File: config.mk
export PLATFORM = sky130hd
export DESIGN_NAME = dbus_bridge
export DESIGN_NICKNAME = d
export VERILOG_FILES = /design/src/rtl/dbus_pkg.sv /design/src/rtl/dbus_timeout.sv /design/src/rtl/dbus_bridge.sv
export SDC_FILE = /design/constraint.sdc
export NUM_CORES = 1
export LEC_CHECK = 0
export ABC_AREA = 1
export CORE_MARGIN = 10
export CORE_UTILIZATION = 30
export CTS_CLUSTER_DIAMETER = 50
export DETAILED_ROUTE_END_ITERATION = 16
export GPL_TIMING_DRIVEN = 0
export SYNTH_ARGS = -nofsm -noshare
export SYNTH_HDL_FRONTEND = slang
export SYNTH_SLANG_ARGS = --single-unit
File: constraint.sdc
create_clock -name i_clk -period 3 [get_ports i_clk]
set_input_delay 0.3 -clock i_clk [delete_from_list [all_inputs] [get_ports i_clk]]
set_output_delay 0.3 -clock i_clk [all_outputs]
set_load 0.005 [all_outputs]
File: src/rtl/dbus_pkg.sv
// rtl/dbus_pkg.sv - shared state encoding and constants for the CPU data-bus bridge
package dbus_pkg;

   typedef enum logic [1:0] {
      ST_IDLE = 2'd0,
      ST_WAIT = 2'd1,
      ST_DONE = 2'd2
   } state_t;

   localparam logic [31:0] ERR_DATA = 32'hFFFF_FFFF;
   localparam int          CNT_W    = 8;

endpackage

File: src/rtl/dbus_timeout.sv
// rtl/dbus_timeout.sv - WAIT-cycle counter that flags expiry on the TIMEOUT-th unacked cycle
module dbus_timeout
   import dbus_pkg::*;
#(
   parameter int TIMEOUT = 255
) (
   input  logic i_clk,
   input  logic i_rst,
   input  logic i_clr,
   input  logic i_inc,
   output logic o_expired
);

   logic [CNT_W-1:0] cnt_q, cnt_d;

   always_comb begin
      cnt_d = cnt_q;
      if (i_clr) begin
         cnt_d = '0;
      end else if (i_inc) begin
         cnt_d = cnt_q + 1'b1;
      end
   end

   always_ff @(posedge i_clk) begin
      if (i_rst) begin
         cnt_q <= '0;
      end else begin
         cnt_q <= cnt_d;
      end
   end

   // cnt_q counts completed unacked cycles, so TIMEOUT-1 means this is the TIMEOUT-th one
   assign o_expired = i_inc && (cnt_q == CNT_W'(TIMEOUT - 1));

endmodule

File: src/rtl/dbus_bridge.sv
// rtl/dbus_bridge.sv - stalls the CPU while one load/store runs on the external bus; DBUS_TIMEOUT_EN adds a WAIT timeout
module dbus_bridge
   import dbus_pkg::*;
#(
   parameter int TIMEOUT = 255
) (
   input  logic        i_clk,
   input  logic        i_rst,
   input  logic        i_ce,
   input  logic        i_hold,
   output logic        o_cpu_ce,
   input  logic [31:0] i_cpu_addr,
   input  logic [31:0] i_cpu_wr_data,
   input  logic [3:0]  i_cpu_wr,
   input  logic        i_cpu_rd,
   output logic [31:0] o_cpu_rd_data,
   output logic        o_bus_req,
   output logic        o_bus_we,
   output logic [31:0] o_bus_addr,
   output logic [3:0]  o_bus_be,
   output logic [31:0] o_bus_wr_data,
   input  logic        i_bus_ack,
   input  logic [31:0] i_bus_rd_data,
   output logic        o_bus_err
);

   state_t      state_q, state_d;
   logic [31:0] addr_q, addr_d;
   logic [31:0] wr_data_q, wr_data_d;
   logic [31:0] rd_data_q, rd_data_d;
   logic [3:0]  be_q, be_d;
   logic        we_q, we_d;
   logic        err_q, err_d;
   logic        cpu_req;
   logic        expired;

   assign cpu_req = i_cpu_rd | (|i_cpu_wr);

`ifdef DBUS_TIMEOUT_EN
   dbus_timeout #(
      .TIMEOUT (TIMEOUT)
   ) u_timeout (
      .i_clk     (i_clk),
      .i_rst     (i_rst),
      .i_clr     (state_q != ST_WAIT),
      .i_inc     ((state_q == ST_WAIT) && !i_bus_ack),
      .o_expired (expired)
   );
`else
   localparam int unused_timeout = TIMEOUT;
   assign expired = 1'b0;
`endif

   always_comb begin
      state_d   = state_q;
      addr_d    = addr_q;
      wr_data_d = wr_data_q;
      rd_data_d = rd_data_q;
      be_d      = be_q;
      we_d      = we_q;
      err_d     = 1'b0;
      o_cpu_ce  = 1'b0;
      case (state_q)
         ST_IDLE: begin
            o_cpu_ce = i_ce & ~i_hold & ~cpu_req;
            if (i_ce && cpu_req) begin
               // a simultaneous read and write request is carried out as the write
               addr_d    = i_cpu_addr;
               wr_data_d = i_cpu_wr_data;
               we_d      = |i_cpu_wr;
               be_d      = (|i_cpu_wr) ? i_cpu_wr : 4'hF;
               state_d   = ST_WAIT;
            end
         end
         ST_WAIT: begin
            if (i_bus_ack) begin
               if (!we_q) rd_data_d = i_bus_rd_data;
               state_d = ST_DONE;
            end else if (expired) begin
               if (!we_q) rd_data_d = ERR_DATA;
               err_d   = 1'b1;
               state_d = ST_DONE;
            end
         end
         ST_DONE: begin
            o_cpu_ce = i_ce & ~i_hold;
            if (i_ce && !i_hold) state_d = ST_IDLE;
         end
         default: state_d = ST_IDLE;
      endcase
   end

   always_ff @(posedge i_clk) begin
      if (i_rst) begin
         state_q   <= ST_IDLE;
         addr_q    <= '0;
         wr_data_q <= '0;
         rd_data_q <= '0;
         be_q      <= '0;
         we_q      <= 1'b0;
         err_q     <= 1'b0;
      end else begin
         state_q   <= state_d;
         addr_q    <= addr_d;
         wr_data_q <= wr_data_d;
         rd_data_q <= rd_data_d;
         be_q      <= be_d;
         we_q      <= we_d;
         err_q     <= err_d;
      end
   end

   assign o_bus_req     = (state_q == ST_WAIT);
   assign o_bus_we      = we_q;
   assign o_bus_addr    = addr_q;
   assign o_bus_be      = be_q;
   assign o_bus_wr_data = wr_data_q;
   assign o_cpu_rd_data = rd_data_q;
   assign o_bus_err     = err_q;

endmodule

==> results of run 1 <==
[registers in the layout (all words and copies together) (netlist names)]
signal / count
o_bus_we: 1
o_bus_be: 4
o_cpu_rd_data: 32
o_bus_addr: 32
o_bus_wr_data: 32
state_q: 2
[area by class of cell]
cell class,instances,area [um^2]
fill,1212,6210
clock inverter,1,5.00
buffer,46,223
inverter,11,41.3
tap,172,215
timing repair buffer,207,2070
multi-input combinational,323,1530
clock buffer,13,260
sequential,103,2060
[worst reg2reg max path, stage by stage, from the launching register on]
cell and delay (ps):
dfxtp_1 360, nor2_2 190, buf_4 200, buf_2 240, nand4_1 140, a21oi_1 180
[metal layers]
layer	wire (um)	part of all wire (%)	vias up
li1	-	-	2078
met1	6390	43	1925
met2	6780	45	164
met3	1570	10	17
met4	274	1.8	0
met5	0	0	-
[logic make-up (layout without fill, tap and decap cells)]
logic type | count (synthesis) | in the layout
AND/OR/NAND/NOR | 222 | 222
AO/OA/AOI/OAI | 100 | 100
buffers and inverters | 57 | 278
flip-flops | 103 | 103
other | 1 | 1
[cell usage in the layout, fill, tap and decap left out, drive strengths merged, types with 3 or more instances in the layout]
master / count
buf: 31
nand3: 3
clkbuf: 28
o21ai: 32
clkdlybuf4s50: 207
nand4: 65
a21oi: 67
dfxtp: 103
nor2: 77
inv: 11
nand2: 77
[worst max path at each step]
stage / end / slack [ps]
floorplan: o_cpu_ce / 1720
global placement: o_cpu_ce / 580
detailed placement: o_cpu_ce / 580
CTS: o_cpu_ce / 570
global route: o_cpu_ce / 470
finish: o_cpu_ce / 610
[through the flow]
stage,utilization [%],instance area [um^2]
2_1_floorplan,-,3860
3_3_place_gp,48.7,6140
3_5_place_dp,48.7,6140
4_1_cts,50.8,6410
5_1_grt,50.8,6410
6_report,50.8,6410
[synth_stat cells]
| cell type | count |
|---|---|
| nand2_1 | 76 |
| o21ai_0 | 22 |
| conb_1 | 1 |
| inv_2 | 2 |
| nor2_4 | 2 |
| a211oi_1 | 1 |
| dfxtp_1 | 103 |
| nand4_1 | 65 |
| buf_2 | 22 |
| nand3_1 | 2 |
| nand2_2 | 1 |
| buf_1 | 3 |
| nand3_2 | 1 |
| nor2_1 | 74 |
| o21ai_1 | 10 |
| nor2_2 | 1 |
| a21oi_1 | 67 |
| inv_1 | 9 |
| buf_4 | 6 |
| clkbuf_1 | 15 |
[power by group through the flow]
| stage | logic, uW | clock network (uW) | registers (uW) |
|---|---|---|---|
| after floorplan | 224 | 0 | 1540 |
| after global placement | 629 | 0 | 1540 |
| after detailed placement | 635 | 0 | 1540 |
| after CTS | 638 | 1130 | 1510 |
| after global routing | 689 | 1190 | 1520 |
| final | 630 | 1090 | 1510 |
==> flow_summary.toml, run 1 <==
[timing]
hold_violations = 0
whs_ps = 460
fmax_ghz = 0.419
maxSlewHeadroom_pct = 65.8
final_max_slew_viol_count = 0
final.setup_skew_ps = 6.85
setup_viol = 0
finalSetupTns_ps = 0
rsz0062_at_grt = "no"
layout_min_cycle_time_ps = 2390
post-route-period-util_pct = 79.5
tightestPinTransition_ps = 513
setup_ws_ps = 614

[worst_setup_path]
cp.required_ps = 2700
cpLargestDelayFamily = "buffers and inverters"
reg2reg_depth = 5
critical_path.max_fanout = 10
rr_endpoint = "o_bus_wr_data[5]"
cp_slowest_cell = "clkdlybuf4s50_1"
crit_start = "i_cpu_wr[3]"
r2r_start = "state_q[1]"
worst_path_largest_cell_delay_ps = 570
crit_type = "input port to output port"
crit_chain = "clkdlybuf4s50_1, nor2_1, nand3_1, buf_2, a211oi_1, clkdlybuf4s50_1"
rrSetupSlack_ps = 1620
crit_path_end_kind = "output port"
path_depth = 6
crit_top_cell = "clkdlybuf4s50_1"
start_kind = "input port"
path_buf_inv = 3
cp_data_arrival_time_ps = 2090

[yosys]
ys_ff_latch = 103
synth_largest_area_cell = "dfxtp_1"
synth_compound_area_share_pct = 13.0
synthXorXnorAreaFrac_pct = 0
synthSimpleGateAreaFrac_pct = 26.6
yosys-top-cells-area = "dfxtp_1 (53%), nand4_1 (11%), a21oi_1 (8.7%), nand2_1 (7.4%), nor2_1 (7.2%)"
syn_nets = 589
syn-cell-area_um2 = 3860
synth-adder-area-share_pct = 0
synth_top_area_share_pct = 53.5
synthMuxAreaShare_pct = 0
ys_types = 20
syn_area_per_cell_um2 = 7.99
ys_seq_area_share_pct = 53.5
netlist_instances = 483
synth_warnings = 0
synth_top_family_by_area = "simple AND/OR/NAND/NOR gates"

[global_routing]
grt_use_met3_pct = 7.74
grt_pass1_vias = 4283
grt_start_max_net_pins = 15
grt_util_all_layers_pct = 16.2
gr-total-overflow = 0
grt_busiest_layer = "met2"
antenna_found_initial = 0
met1_usage_pct = 18.7
grt_util_met2_pct = 25.8
grt_pass1_wl_um = 23300

[routing]
drcViolationCount = 0
wl_per_cell_um = 17.1
first_pass_iters = 4
vias = 4184
wirelength_um = 15000
ant_nets = 0
viasPerCell = 4.78
first_iter_violations = 239

[clock_network]
cts_tree = "yes"
cts_buffers = 9
cts-root-buf = "clkbuf_16"
h-tree-depth = 3
cts_hold_buf = 0
cts_resized = 0
post_cts_buffers = 0
clk_latency_ps = 340
clock-sinks = 103
clk_path_buf_depth = 2
cts.clk_slew.worst_paths_ps = 60

[floorplanning]
fp-row-count = 41
fp.dieW_um = 133
start_util_pct = 30.6
die_y_um = 133
ioPinCount = 210
dieArea_um2 = 17800
core_um2 = 12600

[placed_design]
dp_worst_setup_slack_ps = 577
place.gp.congestion = 0.813
dp_hpwl_um = 11700
dpl.cell_count = 862
portBuffers = 207

[worst_hold_path]
whs_endpoint = "o_bus_wr_data[11]"
hp-start = "o_bus_wr_data[11]"
hold_class = "register to register"
holdPathStages = 2

[pwr]
p_per_area_nw_per_um2 = 503
seq_power_share_pct = 46.8
totalPowerFinal_uw = 3220
peakVddDrop_uv = 240
comb_power_share_pct = 19.5
clkPwrFrac_pct = 33.7
switchingPower_uw = 805
power.leakage_uw = 0.00242
p_int_uw = 2420
p_sw_share_pct = 25.0

[layout]
stdcell_count = 876
final_nets = 807
area_growth_pct = 66.2
antenna_cells = 0
drive_gt1_share_pct = 6.68

[run_status]
status = "completed"

[run]
cap_violations = 0
Power figures use the tool's default switching activity.
==> inputs of run 2 (changes only) <==
==> constraint.sdc (replaced) <==
create_clock -name i_clk -period 2.5 [get_ports i_clk]
set_input_delay 0.25 -clock i_clk [delete_from_list [all_inputs] [get_ports i_clk]]
set_output_delay 0.25 -clock i_clk [all_outputs]
set_load 0.005 [all_outputs]
==> results of run 2 <==
The final DEF is identical to that of run 1. Status: completed.
Among the figures that moved: setup slack after placement 577 ps -> 177 ps; clock-pin slew on the worst setup and hold paths 60 ps -> 70 ps; setup slack after layout 614 ps -> 214 ps; hold slack 460 ps -> 415 ps; register-to-register setup slack 1620 ps -> 1120 ps; end point of the worst hold path o_bus_wr_data[11] -> o_bus_addr[15]; total power 3220 uW -> 3870 uW; worst IR drop on VDD 240 uV -> 288 uV
==> inputs of run 3 (changes only) <==
--- a/config.mk
+++ b/config.mk
@@ -10,7 +10,6 @@
 export CORE_UTILIZATION = 30
 export CTS_CLUSTER_DIAMETER = 50
 export DETAILED_ROUTE_END_ITERATION = 16
-export GPL_TIMING_DRIVEN = 0
 export SYNTH_ARGS = -nofsm -noshare
 export SYNTH_HDL_FRONTEND = slang
 export SYNTH_SLANG_ARGS = --single-unit
==> flow_summary.toml, run 3 (synthesized netlist as in run 1, its figures left out) <==
[run_status]
status = "completed"

[clock_network]
cts-root-buf = "clkbuf_16"
post_cts_buffers = 0
cts.clk_slew.worst_paths_ps = 60
cts_resized = 0
clk_path_buf_depth = 2
clock-sinks = 103
h-tree-depth = 3
cts_buffers = 9
cts_hold_buf = 0
cts_tree = "yes"
clk_latency_ps = 350

[routing]
first_pass_iters = 4
drcViolationCount = 0
wirelength_um = 14200
ant_nets = 0
viasPerCell = 4.79
first_iter_violations = 229
vias = 4035
wl_per_cell_um = 16.9

[worst_hold_path]
holdPathStages = 4
hold_class = "input port to register"
whs_endpoint = "state_q[1]"
hp-start = "i_ce"

[timing]
setup_ws_ps = 438
layout_min_cycle_time_ps = 2060
finalSetupTns_ps = 0
tightestPinTransition_ps = 915
setup_viol = 0
maxSlewHeadroom_pct = 38.9
post-route-period-util_pct = 82.5
fmax_ghz = 0.485
hold_violations = 0
rsz0062_at_grt = "no"
final.setup_skew_ps = 6.40
final_max_slew_viol_count = 0

[layout]
drive_gt1_share_pct = 5.08
final_cell_area_um2 = 6300
final_common_cell = "clkdlybuf4s50_1"
multi_input_area_um2 = 1540
fillers = 1252
area_growth_pct = 63.3
seq_area_um2 = 2060
final_cell_mix = "clkdlybuf4s50_1 (206), dfxtp_1 (103), nand2_1 (76)"
final_nets = 771

[worst_setup_path]
cp_data_arrival_time_ps = 1810
crit_type = "input port to output port"
start_kind = "input port"
r2r_start = "state_q[0]"
critical_path.max_fanout = 4
rr_endpoint = "o_cpu_rd_data[18]"
crit_path_end_kind = "output port"
crit_top_cell = "clkdlybuf4s50_1"
crit_chain = "clkdlybuf4s50_1, nor2_1, nand3_2, a211oi_1, clkdlybuf4s50_1"
cp_slowest_cell = "clkdlybuf4s50_1"
worst_path_largest_cell_delay_ps = 580
reg2reg_depth = 7
rrSetupSlack_ps = 1080
cp.required_ps = 2250

[global_routing]
grt_start_max_net_pins = 68
gr-total-overflow = 0
antenna_found_initial = 1
grt_pass1_vias = 4116
grt_util_all_layers_pct = 15.4
grt_pass1_wl_um = 22300

[pwr]
seq_power_share_pct = 45.8
peakVddDrop_uv = 487
p_per_area_nw_per_um2 = 627
p_int_uw = 2990
clkPwrFrac_pct = 35.8
p_sw_share_pct = 24.4
switchingPower_uw = 962
power.leakage_uw = 0.00237
comb_power_share_pct = 18.4

[placed_design]
dp_worst_setup_slack_ps = 325
placed_area_um2 = 6000
dp_hpwl_um = 10200
place.gp.congestion = 0.752
portBuffers = 208

[floorplanning]
die_y_um = 133
fp.dieW_um = 133
fp-row-count = 41
dieArea_um2 = 17800
core_um2 = 12600
start_util_pct = 30.6
ioPinCount = 210

[run]
cap_violations = 0
-- run 3: power by group through the flow --
| stage | Clock (uW) | Sequential [uW] | Combinational [uW] |
|---|---|---|---|
| floorplan | 0 | 1850 | 268 |
| global placement | 0 | 1840 | 728 |
| detailed placement | 0 | 1850 | 734 |
| CTS | 1450 | 1810 | 738 |
| global route | 1530 | 1820 | 796 |
| finish | 1410 | 1810 | 727 |
-- run 3: area by class of cell --
class                           instances  share of cell area [%]
Sequential cell                       103                    32.7
Multi-Input combinational cell        323                    24.5
Antenna cell                            1                  0.0397
Timing Repair Buffer                  217                    34.0
Inverter                               11                   0.655
Clock inverter                          4                   0.715
Clock buffer                           11                    4.01
Tap cell                              172                    3.42
-- run 3: through the flow --
stage	util, %	total power [uW]	hold slack [ps]	std cells
after global routing	49.9	4150	289	842
after CTS	49.9	4000	233	841
after floorplan	-	2120	371	483
after detailed placement	47.5	2580	452	826
final	49.9	3950	244	842
after global placement	47.5	2570	448	826
-- run 3: per-layer routing --
metal | global-route usage (%) | up-vias | part of all wire [%] | wire (um)
li1 | - | 2000 | - | -
met1 | 17.8 | 1853 | 42 | 6030
met2 | 23.5 | 161 | 44 | 6250
met3 | 7.67 | 21 | 11 | 1590
met4 | 7.01 | 0 | 2.4 | 342
met5 | 0 | - | 0 | 0
-- run 3: worst max-delay path, delay by kind of cell --
family          cells  cell delay (ps)
compound gates      1              230
simple gates        2              330
buf+inv             2             1010
-- run 3: worst max-delay path by stage --
stage	start	end	slack, ps	cells after the start
finish	i_cpu_wr[3]	o_cpu_ce	440	5
global route	i_cpu_wr[3]	o_cpu_ce	330	5
CTS	i_cpu_wr[3]	o_cpu_ce	410	5
detailed placement	i_cpu_wr[3]	o_bus_be[2]	330	9
global placement	i_cpu_wr[3]	o_bus_be[0]	330	9
floorplan	i_cpu_wr[3]	o_cpu_ce	1320	4
